===== src/rtl/irq_ctrl_if.sv =====
// Configuration register bus for irq_ctrl.
// The master drives strobes/data; the slave returns combinational read data.
interface irq_ctrl_if;
    logic        cfg_we;
    logic [1:0]  cfg_addr;
    logic [31:0] cfg_wdata;
    logic [31:0] cfg_rdata;

    modport master (
        output cfg_we,
        output cfg_addr,
        output cfg_wdata,
        input  cfg_rdata
    );

    modport slave (
        input  cfg_we,
        input  cfg_addr,
        input  cfg_wdata,
        output cfg_rdata
    );
endinterface


===== src/rtl/irq_ctrl.sv =====
// Interrupt controller: synchronized lines, MASK/EDGE/PEND registers,
// fixed-priority arbitration and a request/service handshake with CP0.
module irq_ctrl #(
    parameter int N_IRQ = 8,
    parameter int IDW   = 3
) (
    input  logic             clk,
    input  logic             rst,
    input  logic [N_IRQ-1:0] irq_in,
    irq_ctrl_if.slave        bus,
    output logic             ir_out,
    input  logic             ir_ack,
    input  logic             eret_in,
    output logic [IDW-1:0]   irq_id
);

    typedef enum logic [1:0] {
        IDLE    = 2'd0,
        REQ     = 2'd1,
        SERVICE = 2'd2
    } state_e;

    state_e           state_q, state_d;
    logic [N_IRQ-1:0] sync1_q, sync2_q, sync3_q;
    logic [N_IRQ-1:0] mask_q, mask_d;
    logic [N_IRQ-1:0] edge_q, edge_d;
    logic [N_IRQ-1:0] pend_q, pend_d;
    logic             ir_out_q, ir_out_d;
    logic [IDW-1:0]   irq_id_q, irq_id_d;

    logic [N_IRQ-1:0] wdata;
    logic [N_IRQ-1:0] elig;
    logic [N_IRQ-1:0] rise;
    logic [N_IRQ-1:0] ack_clr;
    logic [N_IRQ-1:0] clr;
    logic [IDW-1:0]   win_id;
    logic             hit;
    logic             wr_mask, wr_edge, wr_pend;
    logic [31:0]      status;

    always_ff @(posedge clk or negedge rst) begin
        if (!rst) begin
            sync1_q  <= '0;
            sync2_q  <= '0;
            sync3_q  <= '0;
            mask_q   <= '0;
            edge_q   <= '0;
            pend_q   <= '0;
            state_q  <= IDLE;
            ir_out_q <= 1'b0;
            irq_id_q <= '0;
        end else begin
            sync1_q  <= irq_in;
            sync2_q  <= sync1_q;
            sync3_q  <= sync2_q;
            mask_q   <= mask_d;
            edge_q   <= edge_d;
            pend_q   <= pend_d;
            state_q  <= state_d;
            ir_out_q <= ir_out_d;
            irq_id_q <= irq_id_d;
        end
    end

    always_comb begin
        wdata   = bus.cfg_wdata[N_IRQ-1:0];
        wr_mask = bus.cfg_we && (bus.cfg_addr == 2'd0);
        wr_edge = bus.cfg_we && (bus.cfg_addr == 2'd1);
        wr_pend = bus.cfg_we && (bus.cfg_addr == 2'd2);
        elig    = pend_q & mask_q;
        hit     = mask_q[irq_id_q] & pend_q[irq_id_q];
        rise    = sync2_q & ~sync3_q;

        // Scan high to low so the lowest eligible index wins.
        win_id = '0;
        for (int i = N_IRQ - 1; i >= 0; i--) begin
            if (elig[i]) win_id = IDW'(i);
        end

        state_d  = state_q;
        irq_id_d = irq_id_q;
        ack_clr  = '0;
        unique case (state_q)
            IDLE: begin
                if (|elig) begin
                    state_d  = REQ;
                    irq_id_d = win_id;
                end
            end
            REQ: begin
                if (ir_ack) begin
                    state_d = SERVICE;
                    ack_clr = N_IRQ'(1) << irq_id_q;
                end else if (!hit) begin
                    state_d = IDLE;
                end
            end
            SERVICE: begin
                if (eret_in) state_d = IDLE;
            end
            default: state_d = IDLE;
        endcase
        ir_out_d = (state_d == REQ);

        // Edge bits: a fresh rising edge beats any clear in the same cycle.
        clr    = (wr_pend ? wdata : '0) | ack_clr;
        pend_d = (edge_q & (rise | (pend_q & ~clr)))
               | (~edge_q & sync2_q);
        mask_d = wr_mask ? wdata : mask_q;
        edge_d = wr_edge ? wdata : edge_q;
    end

    always_comb begin
        status          = '0;
        status[1:0]     = state_q;
        status[IDW+7:8] = irq_id_q;
        unique case (bus.cfg_addr)
            2'd0: bus.cfg_rdata = 32'(mask_q);
            2'd1: bus.cfg_rdata = 32'(edge_q);
            2'd2: bus.cfg_rdata = 32'(pend_q);
            2'd3: bus.cfg_rdata = status;
        endcase
    end

    if (N_IRQ < 32) begin : g_hi
        logic unused_wdata_hi;
        assign unused_wdata_hi = ^bus.cfg_wdata[31:N_IRQ];
    end

    assign ir_out = ir_out_q;
    assign irq_id = irq_id_q;

endmodule


===== src/flat_wrapper.sv =====
// flat-port wrapper written by rule: the top's interface ports become plain ports
module irq_ctrl_flat 
#(
    parameter int N_IRQ = 8,
    parameter int IDW   = 3
)
  (clk, rst, irq_in, ir_out, ir_ack, eret_in, irq_id, bus_cfg_we, bus_cfg_addr, bus_cfg_wdata, bus_cfg_rdata);
  irq_ctrl_if bus_i ();
  input  logic clk;
  input  logic rst;
  input  logic [N_IRQ-1:0] irq_in;
  output logic ir_out;
  input  logic ir_ack;
  input  logic eret_in;
  output logic [IDW-1:0] irq_id;
  input wire logic [$bits(bus_i.cfg_we)-1:0] bus_cfg_we;
  input wire logic [$bits(bus_i.cfg_addr)-1:0] bus_cfg_addr;
  input wire logic [$bits(bus_i.cfg_wdata)-1:0] bus_cfg_wdata;
  output wire logic [$bits(bus_i.cfg_rdata)-1:0] bus_cfg_rdata;
  assign bus_i.cfg_we = bus_cfg_we;
  assign bus_i.cfg_addr = bus_cfg_addr;
  assign bus_i.cfg_wdata = bus_cfg_wdata;
  assign bus_cfg_rdata = bus_i.cfg_rdata;
  irq_ctrl #(.N_IRQ(N_IRQ), .IDW(IDW)) u_core (.clk(clk), .rst(rst), .irq_in(irq_in), .bus(bus_i), .ir_out(ir_out), .ir_ack(ir_ack), .eret_in(eret_in), .irq_id(irq_id));
endmodule

===== config.mk =====
export PLATFORM = sky130hd
export DESIGN_NAME = irq_ctrl_flat
export DESIGN_NICKNAME = d
export VERILOG_FILES = /design/src/rtl/irq_ctrl_if.sv /design/src/rtl/irq_ctrl.sv /design/src/flat_wrapper.sv
export SDC_FILE = /design/constraint.sdc
export NUM_CORES = 1
export LEC_CHECK = 0
export CAP_MARGIN = 20
export CELL_PAD_IN_SITES_DETAIL_PLACEMENT = 0
export CELL_PAD_IN_SITES_GLOBAL_PLACEMENT = 1
export CORE_ASPECT_RATIO = 0.9
export CORE_MARGIN = 10
export CORE_UTILIZATION = 36
export CTS_BUF_LIST = sky130_fd_sc_hd__clkbuf_4 sky130_fd_sc_hd__clkbuf_8
export DETAILED_ROUTE_END_ITERATION = 10
export PLACE_DENSITY = 0.89
export REMOVE_ABC_BUFFERS = 1
export SYNTH_ARGS = -nofsm -noshare
export SYNTH_HDL_FRONTEND = slang
export SYNTH_SLANG_ARGS = --single-unit

===== constraint.sdc =====
create_clock -name clk -period 2 [get_ports clk]
set_input_delay 0.2 -clock clk [delete_from_list [all_inputs] [get_ports clk]]
set_output_delay 0.2 -clock clk [all_outputs]
set_load 0.02 [all_outputs]

## Yosys cells after proc, flatten, opt, wreduce, memory -nomap -nowiden

Cells that the tools add are included.

- Bits in registers: 54
- Input bits: 47
- Output and inout bits: 36
- Word-level logic and storage cells: 57

- Magnitude comparators: 1
- Eq/ne operators: 6
- Shifts and indexed selects: 1
- Multiplexer cells: 21
- Bitwise operators: 12
- Reductions and logical operators: 7

Operators by type and width:

| cell | number |
|---|---|
| $pmux 32 s4 | 1 |
| $and 8x8->8 | 5 |
| $mux 3 | 8 |
| $mux 8 | 3 |
| $not 8->8 | 3 |
| $or 8x8->8 | 3 |
| $mux 2 | 4 |
| $reduce_or 8->1 | 1 |
| $shl 1x3->8 const A | 1 |
| $bmux 1 s3 | 2 |
| $eq 2x1->1 const B | 3 |
| $eq 2x2->1 const B | 3 |
| $pmux 2 s3 | 1 |
| $logic_not 2->1 | 2 |
| $lt 3x4->1 const B | 1 |
| $logic_and 1x1->1 | 3 |
| $mux 1 | 2 |
| $reduce_and 2->1 | 1 |
| $and 1x1->1 | 1 |

## Logic depth before layout (Yosys ltp)

- Word-level depth: 9
- Gate-level depth with buffers: 6

## Worst setup path after synthesis

Ideal clock, no wire load.

- Kind: flip-flop to flip-flop
- Start point: register u_core.mask_q[3]
- End point: register u_core.irq_id_q[0], in the netlist u_core.irq_id[0]
- Setup time: 0.125 ns
- Arrival time: 1.275 ns
- Data required time: 1.875 ns
- Path slack: 0.600 ns
- Cell stages (with the launch flop): 5
- Path buffers: 0
- Clock period less this slack: 1.400 ns
- Cells stage by stage: dfrtp_1 -> a22oi_1 -> nand2_1 -> o21ai_1 -> mux2_2

- Longest elaborated chain between the ends: 5
- Elaborated cells on any way between the ends: 7
- Classes of those cells: mux: 4; bitwise: 1; reduce/logical: 2

Ends and longest elaborated chain:

| what | line | source |
|---|---|---|
| from (decl) | irq_ctrl.sv:25 | `logic [N_IRQ-1:0] mask_q, mask_d;` |
| from (signal assigned) | irq_ctrl.sv:56 | `mask_q <= mask_d;` |
| $and 8x8->8 * | irq_ctrl.sv:70 | `elig = pend_q & mask_q;` |
| $mux 3 (4 in a row) | irq_ctrl.sv:77 | `if (elig[i]) win_id = IDW'(i);` |
| to (signal assigned) | irq_ctrl.sv:61 | `irq_id_q <= irq_id_d;` |
| to (decl) | irq_ctrl.sv:29 | `logic [IDW-1:0] irq_id_q, irq_id_d;` |

Every way passes the cells marked *; elsewhere a longest branch is shown, timed or not.
A chain may end at the register's enable or synchronous reset.

## Final worst setup path

- Start point: input port bus_cfg_addr[1]
- End point: output port bus_cfg_rdata[1]

- Longest elaborated chain between the ends: 2
- Elaborated cells on any way between the ends: 5
- Classes of those cells: eq/ne: 3; mux: 1; reduce/logical: 1

Ends and longest elaborated chain:

| what | line | source |
|---|---|---|
| from (decl) | flat_wrapper.sv:17 | `input wire logic [$bits(bus_i.cfg_addr)-1:0] bus_cfg_addr;` |
| $eq 2x2->1, or another cell as far along | irq_ctrl.sv:117 | `unique case (bus.cfg_addr)` |
| $pmux 32 s4 * | irq_ctrl.sv:117 |  |
| to (decl) | flat_wrapper.sv:19 | `output wire logic [$bits(bus_i.cfg_rdata)-1:0] bus_cfg_rdata;` |

Every way passes the cells marked *; elsewhere a longest branch is shown, timed or not. The select of a mux whose other input is x is not followed.

==> results.toml <==
[layout]
final_common_cell = "dfrtp_1"
nets = 301
drive_gt1_share_pct = 16.9
syn2layout_area_growth_pct = 23.4
nFillCells = 644
diodes = 0
multiInputGateArea_sq_um = 960
regArea_sq_um = 1350
layout_common_cells = "dfrtp_1 (54), nand2_1 (33), clkdlybuf4s50_1 (26), conb_1 (21), mux2_2 (17)"

[critical_path]
crit_type = "in2out"
cp_max_fo = 4
slowest_stage = "clkdlybuf4s50_1"
startpoint = "bus_cfg_addr[1]"
required_ns = 1.80
start_kind = "input port"
crit_chain = "clkdlybuf4s50_1 -> mux4_1 -> dlygate4sd2_1"
cp-end-kind = "output port"
arrival_ns = 1.71
slowest_delay_ns = 0.58
r2r-start = "u_core.mask_q[3]$_DFFE_PN0P_"

[floorplan]
dieArea_sq_um = 10500
start_util_pct = 36.9
core.rowCount = 28
io_pins = 83
dieWidth_microns = 107
coreArea_sq_um = 6590
die-height_microns = 98

[clock_tree]
cts-htree-levels = 2
clock-sinks = 54
numCtsBuffers = 5
cts_tree = "built"
clk_pin_slew_ns = 0.10
clk_latency_ns = 0.31
root_buffer = "clkbuf_8"
cts_buffer_depth = 2

[place]
hpwl_microns = 4270
pre_cts_ws_ns = -0.162
portBuffers = 37
gp_congestion = 0.790

[global_routing]
grt_start_max_net_pins = 26
grt_overflow = 0
first_global_vias = 1797
antenna_found_initial = 0
grt_usage_pct = 10.9
grt_pass1_wl_microns = 9230

[power]
leakagePower_nw = 1.37
irDropWorstVdd_mv = 0.311
power_density_nw_per_um2 = 1060

[logic_synthesis]
avgSynthCellArea_sq_um = 11.8
ys_seq_elements = 54
ys_seq_area_share_pct = 55.5
yosysUniqueCellTypes = 36
synthCells = 206
yosys_warnings = 0
syn_area_sq_um = 2430

[route]
first_pass_iters = 4
drt_iter0_drc = 77
antenna_left = 0
routed_wl_microns = 5530
route.detailed.drc = 0
vias_per_cell = 4.88
vias = 1685
avgRoutedWirePerCell_microns = 16.0

[timing]
holdWs_ns = 0.251
clock_skew_ns = 0.00662
rsz0062_at_grt = "false"
drv_slew = 0
clock.fmax_ghz = 0.525
layout_setup_ws_ns = 0.0934
finalSetupViolations = 0
period_needed_ns = 1.91
fin_crit_sh_pct = 95.3
final_hold_viol_count = 0

[worst_hold_path]
hp-class = "in2async"

[run]
cap_violations = 0

[outcome]
status = "finished clean"
## worst max-delay path, delay by kind of cell
family | cells | cell delay (ns)
buffers and inverters | 2 | 0.92
multiplexers | 1 | 0.58
## final cells by class
cell class,count,share of cell area [%]
sequential,54,45.0
tap,90,3.75
clock buffer,5,2.29
timing repair buffer,48,15.4
multi-input combinational,143,32.0
inverter,2,0.250
clock inverter,3,1.33
## power breakdown
| part | internal (mW) | switching [mW] | total (mW) |
|---|---|---|---|
| clock network | 0.369 | 0.353 | 0.721 |
| registers | 1.27 | 0.188 | 1.46 |
| logic | 0.462 | 0.538 | 1.00 |
| total | 2.10 | 1.08 | 3.18 |
## per-layer routing
| layer | vias to the layer above | GRT usage, % | share of wire (%) |
|---|---|---|---|
| met3 | 9 | 4.14 | 7.2 |
| met2 | 48 | 16.8 | 47 |
| met1 | 840 | 13.5 | 43 |
| li1 | 788 | - | - |
| met4 | 0 | 4.27 | 2.0 |
| met5 | - | 0 | 0 |
## synth_stat cells, drive strengths merged
cell type	number	area share [%]
dfrtp	54	56
nand2	33	5.1
buf	25	7.5
mux2	17	7.9
o21ai	9	1.9
a21o	6	1.9
a21oi	6	1.5
a221oi	6	2.2
mux2i	6	2.5
nand3	6	1.2
nor2	5	0.77
a22o	3	1.1
a22oi	3	0.93
and3	3	0.77
mux4	3	2.9
nor2b	3	1.1
o211ai	3	0.93
and2	2	0.62
clkbuf	2	0.31
inv	2	0.31
nand3b	2	0.62
nor3b	2	1.1
a31oi	1	0.26
a32oi	1	0.36
conb	1	0.15
o2111ai	1	0.36
o221ai	1	0.36
## sequential cells by signal, indices dropped and copies added, names as in the netlist
signal / cells
u_core.edge_q: 8
u_core.mask_q: 8
u_core.pend_q: 8
u_core.sync1_q: 8
u_core.sync2_q: 8
u_core.sync3_q: 8
u_core.irq_id: 3
u_core.state_q: 2
u_core.ir_out: 1
## per-stage QoR
step / power, mW / TNS [ns] / cell area [sq um] / instances / utilization (%)
2_1_floorplan: 2.04 / 0 / 2320 / 199 / -
3_3_place_gp: 2.48 / -0.986 / 2900 / 336 / 44.0
3_5_place_dp: 2.51 / -0.927 / 2900 / 336 / 44.0
4_1_cts: 3.20 / 0 / 3000 / 345 / 45.6
6_report: 3.18 / 0 / 3000 / 345 / 45.6
5_1_grt: 3.39 / 0 / 3000 / 345 / 45.6
## cell families after synthesis
kind of cell    share of synthesized area [%]
compound gates                           11.7
flops                                    55.5
simple gates                             11.3
mux                                      13.3
buf+inv                                  8.12
other cells                             0.154
## worst paths after layout
check / to / slack (ns) / cells after the start
min in group clk: u_core.sync1_q[4]$_DFF_PN0_ / 0.31 / 1
setup reg to reg: u_core.irq_id[0]$_DFFE_PN0P_ / 0.36 / 4
setup / recovery: bus_cfg_rdata[1] / 0.09 / 3
hold / removal: u_core.sync1_q[6]$_DFF_PN0_ / 0.25 / 2
hold reg to reg: u_core.sync2_q[3]$_DFF_PN0_ / 0.35 / 0
max in group asynchronous: u_core.mask_q[1]$_DFFE_PN0P_ / 1.17 / 3
## what timing repair did
action / 4_1_cts / 5_1_grt
resized for setup: 10 / 0
endpoints found under the hold margin: 7 / 0
buffers inserted: 0 / 0
hold buffers: 1 / 0
endpoints found under the setup margin: 10 / 0
Power figures use the tool's default switching activity.
